### src/rtl/alu_pkg.sv
// Shared types for the sequential ALU: operation codes, GES bit positions and FSM states.
package alu_pkg;

  typedef enum logic [3:0] {
    OP_ADD    = 4'b0000,
    OP_SUB    = 4'b0001,
    OP_SLL    = 4'b0010,
    OP_SRA    = 4'b0011,
    OP_SRL    = 4'b0100,
    OP_XOR    = 4'b0101,
    OP_OR     = 4'b0110,
    OP_AND    = 4'b0111,
    OP_MUL    = 4'b1000,
    OP_MULH   = 4'b1001,
    OP_MULHU  = 4'b1010,
    OP_MULHSU = 4'b1011,
    OP_DIV    = 4'b1100,
    OP_DIVU   = 4'b1101,
    OP_REM    = 4'b1110,
    OP_REMU   = 4'b1111
  } alu_op_e;

  localparam int GES_G = 2;
  localparam int GES_E = 1;
  localparam int GES_S = 0;

  typedef enum logic [1:0] {
    ST_IDLE = 2'b00,
    ST_BUSY = 2'b01,
    ST_HOLD = 2'b10
  } alu_state_e;

endpackage

### src/rtl/muldiv_iter.sv
// Iterative radix-2 multiply/divide unit: WIDTH steps on operand magnitudes, sign fix-up on the last.
// Only compiled when ALU_MULDIV_EN is defined.
`ifdef ALU_MULDIV_EN
module muldiv_iter #(
  parameter int WIDTH = 32
) (
  input  logic             clk,
  input  logic             rst,
  input  logic             start,
  input  logic [1:0]       op,
  input  logic             is_div,
  input  logic [WIDTH-1:0] a,
  input  logic [WIDTH-1:0] b,
  output logic             done,
  output logic [WIDTH-1:0] result
);
  localparam int CW = $clog2(WIDTH);

  logic               busy_r, is_div_r, neg_a_r, neg_b_r, b_zero_r;
  logic [1:0]         op_r;
  logic [CW-1:0]      cnt_r;
  logic [WIDTH-1:0]   hi_r, lo_r, opnd_r;
  logic [WIDTH-1:0]   hi_nx_s, lo_nx_s, quo_s, rem_s;
  logic [WIDTH:0]     sum_s, shl_s, diff_s;
  logic [2*WIDTH-1:0] prod_s;

  function automatic logic [WIDTH-1:0] magnitude(input logic [WIDTH-1:0] x, input logic sg);
    if (sg && x[WIDTH-1]) magnitude = -x;
    else magnitude = x;
  endfunction

  assign done = busy_r && (cnt_r == CW'(WIDTH - 1));

  // One step: hi:lo is product:multiplier when multiplying, remainder:quotient when dividing.
  always_comb begin
    sum_s  = {1'b0, hi_r} + (lo_r[0] ? {1'b0, opnd_r} : {(WIDTH+1){1'b0}});
    shl_s  = {hi_r, lo_r[WIDTH-1]};
    diff_s = shl_s - {1'b0, opnd_r};
    if (is_div_r) begin
      hi_nx_s = diff_s[WIDTH] ? shl_s[WIDTH-1:0] : diff_s[WIDTH-1:0];
      lo_nx_s = {lo_r[WIDTH-2:0], ~diff_s[WIDTH]};
    end else begin
      hi_nx_s = sum_s[WIDTH:1];
      lo_nx_s = {sum_s[0], lo_r[WIDTH-1:1]};
    end
  end

  // Sign fix-up applied to the final step's value; a zero divisor forces an all-ones quotient.
  always_comb begin
    prod_s = neg_a_r ? -{hi_nx_s, lo_nx_s} : {hi_nx_s, lo_nx_s};
    quo_s  = b_zero_r ? {WIDTH{1'b1}} : (neg_a_r ? -lo_nx_s : lo_nx_s);
    rem_s  = neg_b_r ? -hi_nx_s : hi_nx_s;
    if (is_div_r) result = op_r[1] ? rem_s : quo_s;
    else if (op_r == 2'b00) result = prod_s[WIDTH-1:0];
    else result = prod_s[2*WIDTH-1:WIDTH];
  end

  // Operand capture on start, then one step per cycle until the counter wraps.
  always_ff @(posedge clk) begin
    if (rst) begin
      busy_r   <= 1'b0;
      cnt_r    <= '0;
      op_r     <= 2'b00;
      is_div_r <= 1'b0;
      neg_a_r  <= 1'b0;
      neg_b_r  <= 1'b0;
      b_zero_r <= 1'b0;
      hi_r     <= '0;
      lo_r     <= '0;
      opnd_r   <= '0;
    end else if (start) begin
      busy_r   <= 1'b1;
      cnt_r    <= '0;
      op_r     <= op;
      is_div_r <= is_div;
      hi_r     <= '0;
      if (is_div) begin
        lo_r     <= magnitude(a, !op[0]);
        opnd_r   <= magnitude(b, !op[0]);
        neg_a_r  <= !op[0] && (a[WIDTH-1] ^ b[WIDTH-1]);
        neg_b_r  <= !op[0] && a[WIDTH-1];
        b_zero_r <= (b == '0);
      end else begin
        lo_r     <= magnitude(b, op == 2'b01);
        opnd_r   <= magnitude(a, op[0]);
        neg_a_r  <= (op[0] && a[WIDTH-1]) ^ ((op == 2'b01) && b[WIDTH-1]);
        neg_b_r  <= 1'b0;
        b_zero_r <= 1'b0;
      end
    end else if (busy_r) begin
      hi_r <= hi_nx_s;
      lo_r <= lo_nx_s;
      if (done) begin
        busy_r <= 1'b0;
        cnt_r  <= '0;
      end else begin
        cnt_r <= cnt_r + CW'(1);
      end
    end
  end

endmodule
`endif

### src/rtl/alu_seq.sv
// Handshaked ALU: registered single-cycle base ops, iterative mul/div/rem, registered GES flag.
// Define ALU_MULDIV_EN to build the mul/div datapath; otherwise Op[3]=1 yields 0 in one cycle.
module alu_seq
  import alu_pkg::*;
#(
  parameter int WIDTH = 32
) (
  input  logic             clk,
  input  logic             rst,
  input  logic             InValid,
  output logic             InReady,
  input  logic [3:0]       Op,
  input  logic             CmpSigned,
  input  logic [WIDTH-1:0] Arg1,
  input  logic [WIDTH-1:0] Arg2,
  output logic             OutValid,
  input  logic             OutReady,
  output logic [WIDTH-1:0] ALUResult,
  output logic [2:0]       GES
);
  localparam int SHW = $clog2(WIDTH);

  alu_state_e       state_r;
  logic             out_valid_r;
  logic [WIDTH-1:0] result_r;
  logic [2:0]       ges_r;
  logic             in_ready_s, accept_s, gt_s;
  logic [2:0]       ges_s;
  logic [WIDTH-1:0] base_res_s;
  logic [SHW-1:0]   sh_amt_s;

  assign in_ready_s = (state_r == ST_IDLE) && (!out_valid_r || OutReady);
  assign accept_s   = InValid && in_ready_s;
  assign sh_amt_s   = Arg2[SHW-1:0];

`ifdef ALU_MULDIV_EN
  logic             md_done_s;
  logic [WIDTH-1:0] md_result_s;
  logic [2:0]       ges_pend_r;

  muldiv_iter #(.WIDTH(WIDTH)) u_muldiv (
    .clk    (clk),
    .rst    (rst),
    .start  (accept_s && Op[3]),
    .op     (Op[1:0]),
    .is_div (Op[2]),
    .a      (Arg1),
    .b      (Arg2),
    .done   (md_done_s),
    .result (md_result_s)
  );
`endif

  // Base-op datapath; mul/div codes fall to zero here.
  always_comb begin
    base_res_s = '0;
    case (alu_op_e'(Op))
      OP_ADD:  base_res_s = Arg1 + Arg2;
      OP_SUB:  base_res_s = Arg1 - Arg2;
      OP_SLL:  base_res_s = Arg1 << sh_amt_s;
      OP_SRA:  base_res_s = $signed(Arg1) >>> sh_amt_s;
      OP_SRL:  base_res_s = Arg1 >> sh_amt_s;
      OP_XOR:  base_res_s = Arg1 ^ Arg2;
      OP_OR:   base_res_s = Arg1 | Arg2;
      OP_AND:  base_res_s = Arg1 & Arg2;
      default: base_res_s = '0;
    endcase
  end

  // Comparator producing a one-hot {greater, equal, smaller}.
  always_comb begin
    ges_s = 3'b000;
    gt_s  = 1'b0;
    if (CmpSigned) gt_s = $signed(Arg1) > $signed(Arg2);
    else gt_s = Arg1 > Arg2;
    if (Arg1 == Arg2) ges_s[GES_E] = 1'b1;
    else if (gt_s) ges_s[GES_G] = 1'b1;
    else ges_s[GES_S] = 1'b1;
  end

  // Control FSM and output register; a new load always wins over a consumer handshake.
  always_ff @(posedge clk) begin
    if (rst) begin
      state_r     <= ST_IDLE;
      out_valid_r <= 1'b0;
      result_r    <= '0;
      ges_r       <= 3'b010;
`ifdef ALU_MULDIV_EN
      ges_pend_r  <= 3'b010;
`endif
    end else begin
      case (state_r)
        ST_IDLE: begin
          if (accept_s) begin
`ifdef ALU_MULDIV_EN
            if (Op[3]) begin
              ges_pend_r  <= ges_s;
              out_valid_r <= 1'b0;
              state_r     <= ST_BUSY;
            end else begin
              result_r    <= base_res_s;
              ges_r       <= ges_s;
              out_valid_r <= 1'b1;
            end
`else
            result_r    <= base_res_s;
            ges_r       <= ges_s;
            out_valid_r <= 1'b1;
`endif
          end else if (OutReady) begin
            out_valid_r <= 1'b0;
          end
        end
        ST_BUSY: begin
`ifdef ALU_MULDIV_EN
          if (md_done_s) begin
            result_r    <= md_result_s;
            ges_r       <= ges_pend_r;
            out_valid_r <= 1'b1;
            state_r     <= (out_valid_r && !OutReady) ? ST_HOLD : ST_IDLE;
          end else if (OutReady) begin
            out_valid_r <= 1'b0;
          end
`else
          state_r <= ST_IDLE;
`endif
        end
        ST_HOLD: begin
          if (OutReady) state_r <= ST_IDLE;
        end
        default: state_r <= ST_IDLE;
      endcase
    end
  end

  assign InReady   = in_ready_s;
  assign OutValid  = out_valid_r;
  assign ALUResult = result_r;
  assign GES       = ges_r;

endmodule

### config.mk
export PLATFORM = sky130hd
export DESIGN_NAME = alu_seq
export DESIGN_NICKNAME = d
export VERILOG_FILES = /design/src/rtl/alu_pkg.sv /design/src/rtl/muldiv_iter.sv /design/src/rtl/alu_seq.sv
export SDC_FILE = /design/constraint.sdc
export NUM_CORES = 1
export LEC_CHECK = 0
export ABC_AREA = 1
export CORE_UTILIZATION = 45
export DETAILED_ROUTE_END_ITERATION = 8
export HOLD_SLACK_MARGIN = 0.15
export PLACE_DENSITY = 0.65
export RECOVER_POWER = 100
export SYNTH_ARGS = -nofsm -noshare
export SYNTH_HDL_FRONTEND = slang
export SYNTH_SLANG_ARGS = --single-unit
export TNS_END_PERCENT = 1
### constraint.sdc
create_clock -name clk -period 3.45 [get_ports clk]
set_input_delay 0.8625 -clock clk [delete_from_list [all_inputs] [get_ports clk]]
set_output_delay 0.8625 -clock clk [all_outputs]
set_load 0.005 [all_outputs]
==> impl_metrics.json, run 1 <==
{
  "status": "finished clean",
  "vias_per_cell": 5.83,
  "cts_buffers": 5,
  "synth_top_cell_by_area": "nand2_1",
  "clk-insertion-delay-late_ns": 0.30,
  "synth_area_mm2": 0.0115,
  "finalSetupViolCount": 0,
  "drcViolationCount": 0,
  "grt_pass1_vias": 15245,
  "yosys.area.top_type_share": 0.254,
  "grt_use_total": 0.466,
  "power_frac_comb": 0.692,
  "async_flop_share": 0,
  "yosys_warnings": 0,
  "post_cts_resized": 0,
  "postSynthAreaPerCell_um2": 5.00,
  "nNetsFinal": 2722,
  "p_leak_nw": 8.06,
  "rsz0062_at_grt": "no",
  "core-area_mm2": 0.0251,
  "drv_slew": 0,
  "power_density_mw_per_mm2": 213,
  "routed.top_layer": "met4",
  "place.gp.congestion": 1.10,
  "drt-pass1-iter-count": 8,
  "area_delta_synth_final_pct": 25.7,
  "peakVddDrop_uv": 209,
  "boundaryPins": 110,
  "syn_nets": 2484,
  "path_depth": 14,
  "met1Wirelength_mm": 25.5,
  "clockPowerShare": 0.159,
  "drtIter0Drc": 2426,
  "grt_pass1_wl_mm": 91.3,
  "cts_setup_buffers": 0,
  "dieHeight_um": 162,
  "reg2reg_from": "OutValid$_SDFFE_PP0P_",
  "synthTopCellsByArea": "nand2_1 25%, nand3_1 19%, ha_1 12%, inv_1 10%, dfxtp_1 6.3%",
  "endpoint_kind": "flop",
  "port_buffers": 109,
  "start_util": 0.458,
  "crit_chain": "clkdlybuf4s50_1, inv_1, ha_1, nand2_1, nor2_1, inv_1, o21bai_1, nand2_1, nand3_1, nand2_1, nand3_1, nand3_1, nand2_1, a21oi_1",
  "critPathRequiredTime_ns": 3.60,
  "synthDistinctLibCells": 38,
  "die_w_um": 162,
  "fin_crit_ns": 3.34,
  "crit_path_frequent_cell": "nand2_1",
  "start_kind": "input port",
  "r2r_slack_ns": 1.62,
  "wl_met2_mm": 25.4,
  "htree_num_levels": 2,
  "final-hold-violation-count": 0,
  "ys_ff_latch": 36,
  "maxSlewHeadroom": 0.441,
  "root_buffer": "clkbuf_16",
  "cp_num_buf_inv": 3,
  "p_int_mw": 1.47,
  "fillers": 2718,
  "skew_ns": 0.00703,
  "wl_mm": 61.8,
  "cp_slowest_stage_delay_ns": 0.57,
  "synth_edf_count": 0,
  "avgRoutedWirePerCell_um": 21.5,
  "hold_depth": 2,
  "fin_area_mm2": 0.0145,
  "antenna_found_initial": 1,
  "clk_pin_slew_ns": 0.07,
  "endpoint": "ALUResult[24]$_SDFFE_PP0P_",
  "setup.worst_path.start": "Arg2[14]",
  "reg2reg_depth": 6,
  "seq_area_frac_synth": 0.0626,
  "antenna_cells": 0,
  "placed_area_mm2": 0.0143,
  "switching_share": 0.524,
  "synth_ff_type": "dfxtp_1",
  "dieArea_mm2": 0.0262,
  "clkSinkCount": 36,
  "reg2reg_to": "GES[1]$_SDFFE_PP1P_",
  "clockBufferDepth": 2,
  "max_freq_mhz": 299,
  "critPathKind": "input port to flop",
  "hp-class": "flop to flop",
  "netSwitchingPower_mw": 1.61,
  "synth_most_common_cell": "nand2_1",
  "hpwl_mm": 51.9,
  "seq_power_share": 0.149,
  "ant_nets": 0,
  "final_cells": 2871,
  "cts-hold-fix-buffers": 0,
  "syn_inst": 2302,
  "grt_max_degree": 77,
  "drive_above_1_share": 0.107,
  "cpMaxStageDelayCell": "clkdlybuf4s50_1",
  "cts_tree": "built",
  "placedCellCount": 2863,
  "worst_pin_slew_ns": 0.835,
  "path_max_fanout": 8,
  "gr-total-overflow": 0,
  "dr_wl_met3_mm": 7.17,
  "fin_crit_sh": 0.968,
  "vias": 16742,
  "netlist_top_cells_count": "778 x nand2_1, 434 x nand3_1, 321 x inv_1",
  "crit_family": "simple AND/OR/NAND/NOR gates",
  "placementRows": 58,
  "max-cap-violations": 0,
  "cp.arrival_ns": 3.49
}
-- worst min path at each step --
stage,startpoint,to,slack [ns]
final,ALUResult[5]$_SDFFE_PP0P_,ALUResult[5]$_SDFFE_PP0P_,0.46
after floorplan,ALUResult[0]$_SDFFE_PP0P_,ALUResult[0]$_SDFFE_PP0P_,0.46
after global placement,ALUResult[23]$_SDFFE_PP0P_,ALUResult[23]$_SDFFE_PP0P_,0.45
after detailed placement,ALUResult[14]$_SDFFE_PP0P_,ALUResult[14]$_SDFFE_PP0P_,0.46
after global routing,ALUResult[5]$_SDFFE_PP0P_,ALUResult[5]$_SDFFE_PP0P_,0.48
after CTS,ALUResult[14]$_SDFFE_PP0P_,ALUResult[14]$_SDFFE_PP0P_,0.47
-- per-layer routing --
layer	up-vias	global-route usage
li1	7841	-
met1	7530	0.624
met2	1180	0.702
met3	191	0.0853
met4	0	0.253
met5	-	0
-- placed cells by master (no fill, tap or decap), types with 9 or more instances in the layout --
cell,instances
o21bai_1,9
and2_1,10
o22ai_1,22
inv_1,322
inv_2,12
nand4_1,23
o21ai_0,63
nand3_1,433
nand2_1,779
nor3_1,26
ha_1,104
clkdlybuf4s50_1,67
dfxtp_1,36
nor2_1,172
a21oi_1,108
o211ai_1,24
buf_4,216
dlygate4sd3_1,39
-- metrics by stage --
step           total power, mW  setup slack (ns)  TNS, ns  utilization  hold slack, ns
6_report                  3.08             0.111        0        0.576           0.462
5_1_grt                   3.24            0.0102        0        0.576           0.478
4_1_cts                   3.01             0.124        0        0.576           0.466
3_5_place_dp              2.52            -0.164    -1.03        0.570           0.456
3_3_place_gp              2.50            -0.171   -0.650        0.570           0.451
2_1_floorplan             1.57             0.381        0            -           0.462
-- registers in the layout, summed over array words and instances (netlist names) --
register and flops:
ALUResult 32, GES 3, OutValid 1
-- cells by family after synthesis --
kind of cell               Yosys count  synth area share
buffers and inverters              444             0.155
and+or+nand+nor                   1475             0.548
muxes                                1          0.000870
DFF                                 36            0.0626
adders and majority gates          109             0.120
AOI/OAI and AO/OA                  237             0.114
-- worst min-delay path, cell delays in order (launching register included) --
cell	delay, ns
dfxtp_1	0.31
nand2_1	0.06
a21oi_1	0.05
-- layout make-up --
cell class / instances / area [µm²] / area share
Clock inverter: 3 / 18.8 / 0.00130
Multi-Input combinational cell: 1822 / 9040 / 0.625
Inverter: 335 / 1260 / 0.0869
Clock buffer: 5 / 125 / 0.00865
Timing Repair Buffer: 340 / 2900 / 0.200
Tap cell: 330 / 413 / 0.0285
Sequential cell: 36 / 721 / 0.0498
-- power groups by stage --
stage | registers [mW] | logic (mW) | clock network [mW]
floorplan | 0.464 | 1.11 | 0
global placement | 0.468 | 2.03 | 0
detailed placement | 0.469 | 2.05 | 0
CTS | 0.460 | 2.06 | 0.484
global route | 0.461 | 2.29 | 0.497
finish | 0.460 | 2.13 | 0.490
No activity file was read; power rests on OpenSTA's default activity.
==> run 2: changes to the inputs <==
Settings changed: CORE_UTILIZATION 45 to 30, PLACE_DENSITY 0.65 to unset, SLEW_MARGIN set to 30, SYNTH_HIERARCHICAL set to 1.
==> run 2 against run 1 <==
Combinational power grew 3%. Area after synthesis unchanged. Critical path depth is 4 higher. First-iteration DRC count fell by 20%. Clock power is 5.5% higher. Clock skew grew 0.0016 ns. Power is 2.6% higher. Die area increased by 49%. Synthesized cell count unchanged. Maximum frequency shrank 2.4%. Sequential share of layout area decreased by 0.23 points. Worst hold slack lost 0.00059 ns. Critical endpoint is now ALUResult[31]$_SDFFE_PP0P_.
==> impl_metrics.json, run 2 <==
{
  "path_max_fanout": 5,
  "seq_area_frac_synth": 0.0626,
  "register_area_um2": 721,
  "drcViolationCount": 0,
  "fillers": 4363,
  "p_leak_nw": 8.34,
  "wl_mm": 64.0,
  "postSynthAreaPerCell_um2": 5.00,
  "netlist_top_cells_count": "778 x nand2_1, 434 x nand3_1, 321 x inv_1",
  "root_buffer": "clkbuf_16",
  "avgRoutedWirePerCell_um": 20.6,
  "power_density_mw_per_mm2": 209,
  "drive_above_1_share": 0.128,
  "synthTopCellsByArea": "nand2_1 25%, nand3_1 19%, ha_1 12%, inv_1 10%, dfxtp_1 6.3%",
  "finalSetupViolCount": 0,
  "peakVddDrop_uv": 168,
  "hold-path-endpoint": "ALUResult[8]$_SDFFE_PP0P_",
  "clockBufferDepth": 2,
  "maxSlewHeadroom": 0.416,
  "multiInputGateArea_mm2": 0.00904,
  "drv_slew": 0,
  "final_common_cell": "nand2_1",
  "antenna_cells": 0,
  "synth_edf_count": 0,
  "power_frac_comb": 0.691,
  "skew_ns": 0.00861,
  "fin_area_mm2": 0.0152,
  "reg2reg_depth": 6,
  "antenna_found_initial": 1,
  "yosys.area.top_type_share": 0.254,
  "core-area_mm2": 0.0378,
  "hold_depth": 2,
  "hp-class": "flop to flop",
  "synth_most_common_cell": "nand2_1",
  "max-cap-violations": 0,
  "vias_per_cell": 5.25,
  "start_kind": "input port",
  "cp.arrival_ns": 3.60,
  "boundaryPins": 110,
  "rsz0062_at_grt": "yes",
  "vias": 16333,
  "die_w_um": 198,
  "seq_power_share": 0.145,
  "clk-insertion-delay-late_ns": 0.30,
  "ys_ff_latch": 36,
  "p_int_mw": 1.54,
  "setup_slack_ns": 0.0274,
  "synthDistinctLibCells": 38,
  "hpwl_mm": 54.0,
  "cts-hold-fix-buffers": 0,
  "worst_pin_slew_ns": 0.876,
  "reg2reg_to": "ALUResult[9]$_SDFFE_PP0P_",
  "synth_area_mm2": 0.0115,
  "grt_pass1_wl_mm": 93.4,
  "gr-total-overflow": 0,
  "clockPowerShare": 0.164,
  "synth_top_cell_by_area": "nand2_1",
  "async_flop_share": 0,
  "endpoint_kind": "flop",
  "drt-pass1-iter-count": 6,
  "fin_setup_tns_ns": 0,
  "drtIter0Drc": 1939,
  "placed_area_mm2": 0.0150,
  "grt_use_total": 0.323,
  "fin_crit_ns": 3.42,
  "clkSinkCount": 36,
  "dieHeight_um": 198,
  "syn_inst": 2302,
  "clk_pin_slew_ns": 0.07,
  "dieArea_mm2": 0.0392,
  "post-place-ws_ns": -0.413,
  "nNetsFinal": 2779,
  "port_buffers": 109,
  "yosys_warnings": 6,
  "max_freq_mhz": 292,
  "mostFrequentLayoutCells": "778 x nand2_1, 433 x nand3_1, 321 x inv_1",
  "netSwitchingPower_mw": 1.62,
  "syn_nets": 2484,
  "critPathKind": "input port to flop",
  "fin_crit_sh": 0.992,
  "htree_num_levels": 2,
  "grt_pass1_vias": 14942,
  "start_util": 0.305,
  "largest_reg_flops": 32,
  "critPathRequiredTime_ns": 3.62,
  "status": "finished clean",
  "r2r_slack_ns": 1.64,
  "area_delta_synth_final_pct": 31.7,
  "worstHoldStart": "ALUResult[8]$_SDFFE_PP0P_",
  "ant_nets": 0,
  "p_total_mw": 3.16,
  "cts_tree": "built",
  "switching_share": 0.512,
  "placementRows": 71,
  "place.gp.congestion": 1.03,
  "synth_ff_type": "dfxtp_1",
  "cts_buffers": 5,
  "grt_max_degree": 77,
  "reg2reg_from": "OutValid$_SDFFE_PP0P_",
  "final-hold-violation-count": 0
}
-- run 2: cell counts after synthesis --
Identical to the previous run, type by type.
-- run 2: critical path: stages --
cell	delay, ns
clkdlybuf4s50_1	0.58
inv_1	0.09
ha_1	0.37
nor2_1	0.25
inv_1	0.12
buf_4	0.16
nor2_2	0.20
nand2_1	0.18
inv_1	0.08
nand2_1	0.06
nand2_1	0.16
nand2_1	0.10
nand2_1	0.07
nand2_1	0.04
nand3_1	0.07
nand3_1	0.08
nand2_1	0.08
a21oi_1	0.05
-- run 2: area by class of cell --
class / count / area share
well taps: 511 / 0.0422
inverters: 335 / 0.0830
multi-input cells: 1822 / 0.597
repair buffers: 397 / 0.221
clock buffers: 7 / 0.00941
clock inverters: 1 / 0.000495
flip-flops and latches: 36 / 0.0476
-- run 2: kinds of logic (layout without fill, tap and decap cells) --
group,after synthesis,after routing,synth area share
flops,36,36,0.0626
buf+inv,444,740,0.155
compound gates,237,237,0.114
simple gates,1475,1475,0.548
mux,1,1,0.000870
fa+ha+maj,109,109,0.120
-- run 2: per-layer routing --
| metal | up-vias | GRT usage | routed length [µm] |
|---|---|---|---|
| li1 | 7957 | - | - |
| met1 | 7434 | 0.440 | 28200 |
| met2 | 827 | 0.518 | 28000 |
| met3 | 115 | 0.0347 | 4860 |
| met4 | 0 | 0.130 | 2890 |
| met5 | - | 0 | 0 |
-- run 2: metrics by stage --
step                      cells  hold slack [ns]  utilization
after CTS                  3109            0.465        0.401
after detailed placement   3101            0.455        0.397
after global routing       3109            0.478        0.401
after global placement     3101            0.453        0.397
final                      3109            0.462        0.401
after floorplan            2302            0.462            -
-- run 2: power groups by stage --
stage | logic [mW] | clock network (mW) | registers, mW
final | 2.19 | 0.517 | 0.459
after global routing | 2.37 | 0.533 | 0.460
after CTS | 2.15 | 0.524 | 0.459
after detailed placement | 2.14 | 0 | 0.469
after global placement | 2.13 | 0 | 0.469
after floorplan | 1.11 | 0 | 0.464
-- run 2: worst max-delay path by stage --
stage                   from                          to  slack, ns
global route        Arg1[14]  ALUResult[31]$_SDFFE_PP0P_      -0.07
finish              Arg2[12]  ALUResult[31]$_SDFFE_PP0P_       0.03
detailed placement  Arg2[14]  ALUResult[31]$_SDFFE_PP0P_      -0.41
CTS                 Arg2[23]         GES[0]$_SDFFE_PP0P_       0.01
global placement    Arg2[14]  ALUResult[31]$_SDFFE_PP0P_      -0.40
floorplan            Arg2[3]  ALUResult[31]$_SDFFE_PP0P_       0.38
-- run 2: repair_timing --
| item | CTS | global route |
|---|---|---|
| endpoints found under the setup margin | 2 | 13 |
| resized for setup | 1 | 7 |
| buffers inserted | 0 | 0 |
==> run 3: changes to the inputs <==
Settings changed: CTS_CLUSTER_DIAMETER set to 100, CTS_CLUSTER_SIZE set to 10, REMOVE_ABC_BUFFERS set to 1.
==> run 3 against run 2 <==
Worst hold slack about the same. Largest cell class unchanged. Critical endpoint is now ALUResult[8]$_SDFFE_PP0P_. Sequential share of layout area up 0.28 points. Design area down 5.5%. Core utilization down 2.2 points.
==> impl_metrics.json, run 3 (same netlist as run 2, synthesis figures left out) <==
{
  "p_leak_nw": 7.82,
  "worst_pin_slew_ns": 0.952,
  "grt_max_degree": 77,
  "vias_per_cell": 5.32,
  "rsz0062_at_grt": "no",
  "max_freq_mhz": 301,
  "drv_slew": 0,
  "fin_setup_tns_ns": 0,
  "grt_pass1_vias": 14553,
  "gr-total-overflow": 0,
  "crit_chain": "clkdlybuf4s50_1, buf_12, inv_1, buf_12, nand2_1, and2_1, nand2_1, o211ai_1, o21ai_0, nand2_1, nand2_1, o21ai_0, clkbuf_1, nand2_1, nand2_1, a21oi_1",
  "power_frac_comb": 0.659,
  "mostFrequentLayoutCells": "778 x nand2_1, 433 x nand3_1, 322 x inv_1",
  "grt_use_total": 0.311,
  "root_buffer": "clkbuf_16",
  "clk-insertion-delay-late_ns": 0.30,
  "power_density_mw_per_mm2": 213,
  "cts_tree": "built",
  "wl_mm": 61.3,
  "vias": 15967,
  "crit_family": "buffers and inverters",
  "endpoint_kind": "flop",
  "seq_power_share": 0.149,
  "maxSlewHeadroom": 0.362,
  "reg2reg_from": "OutValid$_SDFFE_PP0P_",
  "ant_nets": 0,
  "max-cap-violations": 0,
  "area_delta_synth_final_pct": 24.4,
  "nNetsFinal": 2670,
  "final-hold-violation-count": 0,
  "final_common_cell": "nand2_1",
  "cp_num_buf_inv": 5,
  "post-place-ws_ns": -0.206,
  "r2r_slack_ns": 1.36,
  "placementRows": 71,
  "grt_pass1_wl_mm": 89.9,
  "status": "finished clean",
  "clockPowerShare": 0.192,
  "clockBufferDepth": 2,
  "port_buffers": 109,
  "clkSinkCount": 36,
  "endpoint": "ALUResult[8]$_SDFFE_PP0P_",
  "setup_slack_ns": 0.131,
  "htree_num_levels": 2,
  "cts-hold-fix-buffers": 0,
  "reg2reg_to": "GES[2]$_SDFFE_PP0P_",
  "fin_crit_sh": 0.962,
  "setup.worst_path.start": "Arg2[0]",
  "hp-class": "flop to flop",
  "core-area_mm2": 0.0378,
  "p_total_mw": 3.05,
  "hpwl_mm": 51.5,
  "cp.arrival_ns": 3.49,
  "finalSetupViolCount": 0,
  "placedCellCount": 2992,
  "peakVddDrop_uv": 193,
  "critPathKind": "input port to flop",
  "fin_crit_ns": 3.32,
  "crit_path_frequent_cell": "nand2_1",
  "drcViolationCount": 0,
  "p_int_mw": 1.48,
  "drt-pass1-iter-count": 6,
  "cts_buffers": 5,
  "dieArea_mm2": 0.0392,
  "drive_above_1_share": 0.0872,
  "path_depth": 16,
  "largest_reg_flops": 32,
  "antenna_cells": 0,
  "skew_ns": 0.0144,
  "cpMaxStageDelayCell": "clkdlybuf4s50_1",
  "reg2reg_depth": 6,
  "final_cells": 3000,
  "critPathRequiredTime_ns": 3.62,
  "dieHeight_um": 198,
  "switching_share": 0.515,
  "start_util": 0.305,
  "utilization": 0.379,
  "start_kind": "input port",
  "netSwitchingPower_mw": 1.57,
  "path_max_fanout": 23,
  "avgRoutedWirePerCell_um": 20.4,
  "die_w_um": 198,
  "boundaryPins": 110,
  "antenna_found_initial": 1,
  "drtIter0Drc": 1735,
  "cp_slowest_stage_delay_ns": 0.51,
  "place.gp.congestion": 1.03,
  "clk_pin_slew_ns": 0.08
}
[run 3: per-stage QoR]
| stage | instance area [µm²] | hold WS, ns |
|---|---|---|
| floorplan | 11000 | 0.456 |
| global placement | 14100 | 0.453 |
| detailed placement | 14100 | 0.455 |
| CTS | 14300 | 0.465 |
| global route | 14300 | 0.483 |
| finish | 14300 | 0.461 |
[run 3: how the worst min path moves through the flow]
stage                               startpoint                    endpoint  cells after the start
floorplan            ALUResult[0]$_SDFFE_PP0P_   ALUResult[0]$_SDFFE_PP0P_                      2
global route        ALUResult[11]$_SDFFE_PP0P_  ALUResult[11]$_SDFFE_PP0P_                      2
finish               ALUResult[0]$_SDFFE_PP0P_   ALUResult[0]$_SDFFE_PP0P_                      2
detailed placement   ALUResult[0]$_SDFFE_PP0P_   ALUResult[0]$_SDFFE_PP0P_                      2
global placement    ALUResult[16]$_SDFFE_PP0P_  ALUResult[16]$_SDFFE_PP0P_                      2
CTS                  ALUResult[0]$_SDFFE_PP0P_   ALUResult[0]$_SDFFE_PP0P_                      2
[run 3: layout make-up]
type	count	area, µm²
Sequential cell	36	721
Fill cell	4343	23400
Tap cell	511	639
Clock buffer	5	125
Timing Repair Buffer	288	2500
Inverter	335	1260
Multi-Input combinational cell	1822	9030
Clock inverter	3	46.3
[run 3: tightest hold or removal path: stages (launching register included)]
cell and delay [ns]:
dfxtp_1 0.31, nand2_1 0.06, a21oi_1 0.05
[run 3: what timing repair did]
item / CTS / global route
gates resized for setup: 0 / 5
setup buffers: 0 / 0
endpoints found under the setup margin: 0 / 6
[run 3: per-layer routing]
| layer | track usage | wire length [µm] | vias up |
|---|---|---|---|
| li1 | - | - | 7741 |
| met4 | 0.115 | 2460 | 2 |
| met1 | 0.420 | 26700 | 7322 |
| met3 | 0.0288 | 4740 | 89 |
| met2 | 0.509 | 27400 | 813 |
| met5 | 0 | 19 | - |
[run 3: power by group through the flow]
stage | registers, mW | clock network (mW) | logic (mW)
detailed placement | 0.465 | 0 | 1.97
CTS | 0.456 | 0.592 | 1.98
global placement | 0.465 | 0 | 1.96
global route | 0.457 | 0.607 | 2.18
floorplan | 0.464 | 0 | 1.03
finish | 0.454 | 0.585 | 2.01
